==> config.mk <==
export PLATFORM = sky130hd
export DESIGN_NAME = dda_osc2_core
export DESIGN_NICKNAME = d
export VERILOG_FILES = /design/src/rtl/dda_osc2_core.sv
export SDC_FILE = /design/constraint.sdc
export NUM_CORES = 2
export LEC_CHECK = 0
export BUFFER_PORTS_ARGS = -buffer_cell sky130_fd_sc_hd__buf_2
export CAP_MARGIN = 5
export CORE_ASPECT_RATIO = 0.75
export CORE_MARGIN = 5
export CORE_UTILIZATION = 35
export CTS_CLUSTER_SIZE = 8
export DETAILED_ROUTE_END_ITERATION = 10
export GPL_TIMING_DRIVEN = 0
export PLACE_DENSITY_LB_ADDON = 0.15
export SLEW_MARGIN = 25
export SYNTH_ARGS = -nofsm -noshare
export SYNTH_HDL_FRONTEND = slang
export SYNTH_SLANG_ARGS = --single-unit
==> constraint.sdc <==
create_clock -name clk -period 13.3 [get_ports clk]
set_input_delay 2.66 -clock clk [delete_from_list [all_inputs] [get_ports clk]]
set_output_delay 2.66 -clock clk [all_outputs]
set_load 0.02 [all_outputs]
==> src/rtl/dda_osc2_core.sv <==
// dda_osc2_core: second-order damped oscillator DDA engine. It integrates v1' = v2 and
//   v2' = -k_m*v1 - d_m*v2 with forward Euler in signed fixed point, using one shared multiplier.
// Latency: a request sampled at edge N updates v1/v2 and pulses step_valid after edge N+3.
//   In free run the engine completes one step every 3 cycles.
// Backpressure: none. A step request that arrives while busy is dropped. load aborts any step
//   in flight, and rst overrides everything.
// Ports: clk, rst (synchronous, active-high).
//   load latches ic1/ic2 into v1/v2 and captures k_m/d_m/dt_shift (dt = 2^-dt_shift).
//   step is a pulse and run is a level.
//   v1/v2 are the state, step_valid is the per-update pulse and busy means the FSM is not in IDLE.
//   step_count counts completed steps and wraps. sat is a sticky saturation flag.
// Build option DDA_OSC2_SATURATE_EN: f, v1n and v2n clamp to WIDTH bits and set sat on a clamp.
//   Without it results wrap modulo 2^WIDTH and sat stays 0.
module dda_osc2_core #(
  parameter int WIDTH = 27,
  parameter int FRAC  = 20,
  parameter int CNT_W = 16
) (
  input  logic             clk,
  input  logic             rst,
  input  logic             load,
  input  logic [WIDTH-1:0] ic1,
  input  logic [WIDTH-1:0] ic2,
  input  logic [WIDTH-1:0] k_m,
  input  logic [WIDTH-1:0] d_m,
  input  logic [3:0]       dt_shift,
  input  logic             step,
  input  logic             run,
  output logic [WIDTH-1:0] v1,
  output logic [WIDTH-1:0] v2,
  output logic             step_valid,
  output logic             busy,
  output logic [CNT_W-1:0] step_count,
  output logic             sat
);
  localparam int PW = 2 * WIDTH;
  localparam logic [WIDTH-1:0] MAX_W = {1'b0, {(WIDTH-1){1'b1}}};
  localparam logic [WIDTH-1:0] MIN_W = {1'b1, {(WIDTH-1){1'b0}}};

  typedef enum logic [1:0] {IDLE = 2'd0, MUL1 = 2'd1, MUL2 = 2'd2, UPD = 2'd3} state_t;
  state_t state, state_nxt;

  logic signed [WIDTH-1:0] v1_q, v2_q, k_m_q, d_m_q, p1_q, p2_q;
  logic [3:0]              dt_q;
  logic [CNT_W-1:0]        cnt_q;
  logic                    vld_q;
  logic                    do_mul1, do_mul2, do_upd;

  // ---------------- FSM: state register ----------------
  always_ff @(posedge clk) begin
    if (rst) state <= IDLE;
    else     state <= state_nxt;
  end

  // ---------------- FSM: next state ----------------
  always_comb begin
    state_nxt = state;
    case (state)
      IDLE:    if (step || run) state_nxt = MUL1;
      MUL1:    state_nxt = MUL2;
      MUL2:    state_nxt = UPD;
      UPD:     state_nxt = run ? MUL1 : IDLE;
      default: state_nxt = IDLE;
    endcase
    // load aborts whatever is in flight
    if (load) state_nxt = IDLE;
  end

  // ---------------- FSM: outputs ----------------
  always_comb begin
    busy    = (state != IDLE);
    do_mul1 = (state == MUL1);
    do_mul2 = (state == MUL2);
    do_upd  = (state == UPD);
  end

  // ---------------- shared multiplier ----------------
  // The MUL1 cycle forms v1*k_m and the MUL2 cycle forms v2*d_m. The shift is
  // arithmetic (truncation toward -inf), and only the low WIDTH bits are kept,
  // so product overflow wraps.
  logic signed [WIDTH-1:0] mul_a, mul_b, prod_t;
  logic signed [PW-1:0]    prod, prod_sh;

  assign mul_a   = do_mul2 ? v2_q  : v1_q;
  assign mul_b   = do_mul2 ? d_m_q : k_m_q;
  assign prod    = PW'(mul_a) * PW'(mul_b);
  assign prod_sh = prod >>> FRAC;
  assign prod_t  = prod_sh[WIDTH-1:0];

  // ---------------- Euler update (uses the old v1/v2) ----------------
  // f = -p1 - p2 needs WIDTH+2 bits to stay exact.
  logic signed [WIDTH+1:0] f_full, f_use, f_sh;
  logic signed [WIDTH-1:0] v2_sh;
  logic signed [WIDTH:0]   sum1, sum2;
  logic [WIDTH-1:0]        v1_n, v2_n;

  assign f_full = -(WIDTH+2)'(p1_q) - (WIDTH+2)'(p2_q);

`ifdef DDA_OSC2_SATURATE_EN
  logic                    f_ovf, s1_ovf, s2_ovf, clamp_any;
  logic signed [WIDTH-1:0] f_w;

  always_comb begin
    f_ovf = (f_full[WIDTH+1:WIDTH-1] != 3'b000) && (f_full[WIDTH+1:WIDTH-1] != 3'b111);
    f_w   = f_full[WIDTH-1:0];
    if (f_ovf) f_w = f_full[WIDTH+1] ? MIN_W : MAX_W;
  end
  assign f_use = (WIDTH+2)'(f_w);
`else
  assign f_use = f_full;
`endif

  assign f_sh  = f_use >>> dt_q;
  assign v2_sh = v2_q >>> dt_q;
  assign sum1  = (WIDTH+1)'(v1_q) + (WIDTH+1)'(v2_sh);
  assign sum2  = (WIDTH+1)'(v2_q) + $signed(f_sh[WIDTH:0]);

`ifdef DDA_OSC2_SATURATE_EN
  always_comb begin
    s1_ovf = (sum1[WIDTH] != sum1[WIDTH-1]);
    s2_ovf = (sum2[WIDTH] != sum2[WIDTH-1]);
    v1_n   = sum1[WIDTH-1:0];
    v2_n   = sum2[WIDTH-1:0];
    if (s1_ovf) v1_n = sum1[WIDTH] ? MIN_W : MAX_W;
    if (s2_ovf) v2_n = sum2[WIDTH] ? MIN_W : MAX_W;
    clamp_any = f_ovf | s1_ovf | s2_ovf;
  end
`else
  assign v1_n = sum1[WIDTH-1:0];
  assign v2_n = sum2[WIDTH-1:0];
`endif

  // These bits are deliberately discarded. The list keeps that intent visible.
  logic unused_bits;
  assign unused_bits = ^{prod_sh[PW-1:WIDTH], f_sh[WIDTH+1], sum1[WIDTH], sum2[WIDTH],
                         MAX_W, MIN_W};

  // ---------------- datapath registers ----------------
  always_ff @(posedge clk) begin
    if (rst) begin
      v1_q  <= '0;
      v2_q  <= '0;
      k_m_q <= '0;
      d_m_q <= '0;
      dt_q  <= '0;
      p1_q  <= '0;
      p2_q  <= '0;
      cnt_q <= '0;
      vld_q <= 1'b0;
    end else if (load) begin
      v1_q  <= ic1;
      v2_q  <= ic2;
      k_m_q <= k_m;
      d_m_q <= d_m;
      dt_q  <= dt_shift;
      p1_q  <= '0;
      p2_q  <= '0;
      cnt_q <= '0;
      vld_q <= 1'b0;
    end else begin
      vld_q <= 1'b0;
      if (do_mul1) p1_q <= prod_t;
      if (do_mul2) p2_q <= prod_t;
      if (do_upd) begin
        v1_q  <= v1_n;
        v2_q  <= v2_n;
        vld_q <= 1'b1;
        cnt_q <= cnt_q + CNT_W'(1);
      end
    end
  end

`ifdef DDA_OSC2_SATURATE_EN
  logic sat_q;
  always_ff @(posedge clk) begin
    if (rst)                      sat_q <= 1'b0;
    else if (load)                sat_q <= 1'b0;
    else if (do_upd && clamp_any) sat_q <= 1'b1;
  end
  assign sat = sat_q;
`else
  assign sat = 1'b0;
`endif

  assign v1         = v1_q;
  assign v2         = v2_q;
  assign step_valid = vld_q;
  assign step_count = cnt_q;

endmodule

==> impl_metrics.toml <==
[outcome]
status = "complete, no violations"

[critical_path]
critPathMaxFanout = 10
crit_type = "reg2reg"
crit_buf_inv = 12
cpLargestDelayFamily = "adder cells"
r2r_start = "state[0]"
crit_start = "state[0]"
max_stage_delay_ns = 0.89
cp-end-kind = "register"
slowest_stage = "mux2i_2"
cp.arrival_ns = 12.41
crit_required_ns = 13.75
start_kind = "register"

[sta]
final.period_utilization_pct = 89.9
fmax_ghz = 0.0836
whs_ns = 0.483
slew_headroom_pct = 24.2
maxSlewViolCount = 0
worst_pin_slew_ns = 1.11
skew_ns = 0.0311
timing.setup.tns_ns = 0
final_hold_viol_count = 0
setup_viol = 0
layout_setup_ws_ns = 1.34
rsz0062_at_grt = "false"
fin_crit_ns = 11.96

[detailed_routing]
highest_layer = "met4"
drt-met1-wl_um = 76500
viasPerCell = 5.27
wl_met2_um = 58100
dr_total_vias = 31873
drc = 0
first_iter_violations = 3168
final_antenna_net_count = 0
dr_wl_met3_um = 18600
firstDrtPassIters = 6
drt-wirelength-per-cell_um = 25.6
wirelength_um = 155000

[global_route]
grt_max_degree = 21
antenna_found_initial = 4
first_global_vias = 31593
grt_first_pass_wirelength_um = 228000
grt_use_total_pct = 27.3
gr-total-overflow = 0

[synthesis]
synthFlopType = "dfxtp_1"
seq_area_frac_synth_pct = 9.86
ys_async_sr_fraction_pct = 0
yosysMostFrequentCell = "inv_1"
synth_seq_cells = 185
synth_warnings = 0
syn_area_sq_um = 37600
synth_area_leaders = "fa_1 (37%), dfxtp_1 (9.9%), ha_1 (8.6%)"
netlist_top_cells_count = "inv_1 (844), fa_1 (685), nor2_1 (636)"
synth_top_area_share_pct = 36.5
yosysTopAreaCell = "fa_1"
syn_inst = 4393
syn_area_per_cell_sq_um = 8.55
synth_edf_count = 0
syn_nets = 5453
yosys.cell_types.count = 80

[clock_network]
clockRootBuffer = "clkbuf_16"
cts_tree = "done"
cts_buffers = 17
cts_setup_buffers = 0
post_cts_resized = 0
cts.reportedPaths.clkPinSlew_ns = 0.08
htree_num_levels = 4
clockBufferDepth = 2
hold_buffers = 0
cts_sinks = 185
clock_latency_ns = 0.52

[worst_hold_path]
hp-start = "p1_q[20]"
holdCritPathClass = "reg2reg"

[place]
dp_hpwl_um = 133000
io_buffers = 186
place.gp.congestion = 0.985
dp_slack_ns = 1.50

[floorplan]
die_h_um = 294
core_sq_um = 107000
die_w_um = 388
ios = 190
dieArea_sq_um = 114000
rows = 104
initial_core_util_pct = 35.1

[layout]
drive_gt1_share_pct = 8.16
syn_to_final_growth_pct = 9.73
num-nets-final = 5665

[pwr]
peakVddDrop_mv = 0.113
leakagePower_nw = 19.6
powerDensity_nw_per_um2 = 148

[job]
max_cap_violations = 0
[cell families (layout without fill, tap and decap cells)]
kind of cell	Yosys count	count (layout)	synth area share, %
compound gates	522	522	9.09
xor+xnor	128	128	3.02
fa+ha+maj	943	943	45.1
buf+inv	1049	1274	10.5
flops	185	185	9.86
mux	286	286	8.45
other cells	1	3	0.00999
simple gates	1279	1279	13.9
[final timing paths]
| kind | endpoint | cells past startpoint | slack, ns |
|---|---|---|---|
| worst min register to register | p1_q[20] | 1 | 0.48 |
| worst min-delay path | p1_q[20] | 1 | 0.48 |
| worst max register to register | p1_q[22] | 33 | 1.34 |
| worst max-delay path | p1_q[22] | 33 | 1.34 |
[per-layer routing]
| layer | global-route usage [%] | vias up |
|---|---|---|
| met5 | 0 | - |
| met4 | 3.77 | 0 |
| met3 | 9.26 | 109 |
| met2 | 35.7 | 1501 |
| met1 | 43.7 | 16116 |
| li1 | - | 14147 |
[final cells by class]
| cell class | instances | area [sq um] |
|---|---|---|
| timing repair buffer | 193 | 1020 |
| antenna | 2 | 5.00 |
| clock inverter | 15 | 200 |
| buffer | 204 | 785 |
| tap | 1431 | 1790 |
| clock buffer | 17 | 425 |
| multi-input combinational | 3159 | 30100 |
| fill | 11179 | 65800 |
| inverter | 845 | 3170 |
| sequential | 185 | 3700 |
[worst reg2reg max path: cells and delay by family, from the launching register on]
kind                     cells  cell delay [ns]
buffers and inverters       12             3.22
XOR/XNOR                     1             0.39
AO/OA/AOI/OAI                9             2.56
multiplexers                 1             0.89
adder cells (fa/ha/maj)      9             4.34
flip-flops                   1             0.34
AND/OR/NAND/NOR              1             0.15
[registers in the layout, summed over array words and instances, names as in the netlist]
name        cells
p1_q           27
d_m_q          27
p2_q           27
state           2
step_valid      1
dt_q            4
v2             27
k_m_q          27
step_count     16
v1             27
[power breakdown]
| group | internal (W) | leakage, nW | total (W) | switching (W) |
|---|---|---|---|---|
| combinational | 0.00174 | 17.8 | 0.00489 | 0.00316 |
| clock | 0.000272 | 0.297 | 0.000562 | 0.000289 |
| sequential | 0.000588 | 1.52 | 0.000641 | 0.0000529 |
| total | 0.00260 | 19.6 | 0.00610 | 0.00350 |
[cell usage in the layout (no fill, tap or decap), types with 44 or more instances in the layout]
cell,n
o21ai_0,80
a211oi_1,46
mux2i_1,172
a21oi_1,166
buf_2,193
ha_1,258
mux2_2,59
nand3_1,44
xnor2_1,82
dfxtp_1,185
nor2_1,636
nand2_1,449
inv_1,844
clkbuf_1,163
xor2_1,45
fa_1,685
a21o_1,58
[per-stage QoR]
| stage | total power [W] | std cells | instance area, sq um | utilization, % |
|---|---|---|---|---|
| 4_1_cts | 0.00601 | 6049 | 41200 | 38.5 |
| 3_5_place_dp | 0.00540 | 6017 | 40600 | 37.9 |
| 3_3_place_gp | 0.00541 | 6010 | 40300 | 37.7 |
| 6_report | 0.00610 | 6051 | 41200 | 38.5 |
| 5_1_grt | 0.00655 | 6049 | 41200 | 38.5 |
| 2_1_floorplan | 0.00378 | 4393 | 37600 | - |
Note: power is estimated with default switching activity, not from simulation.
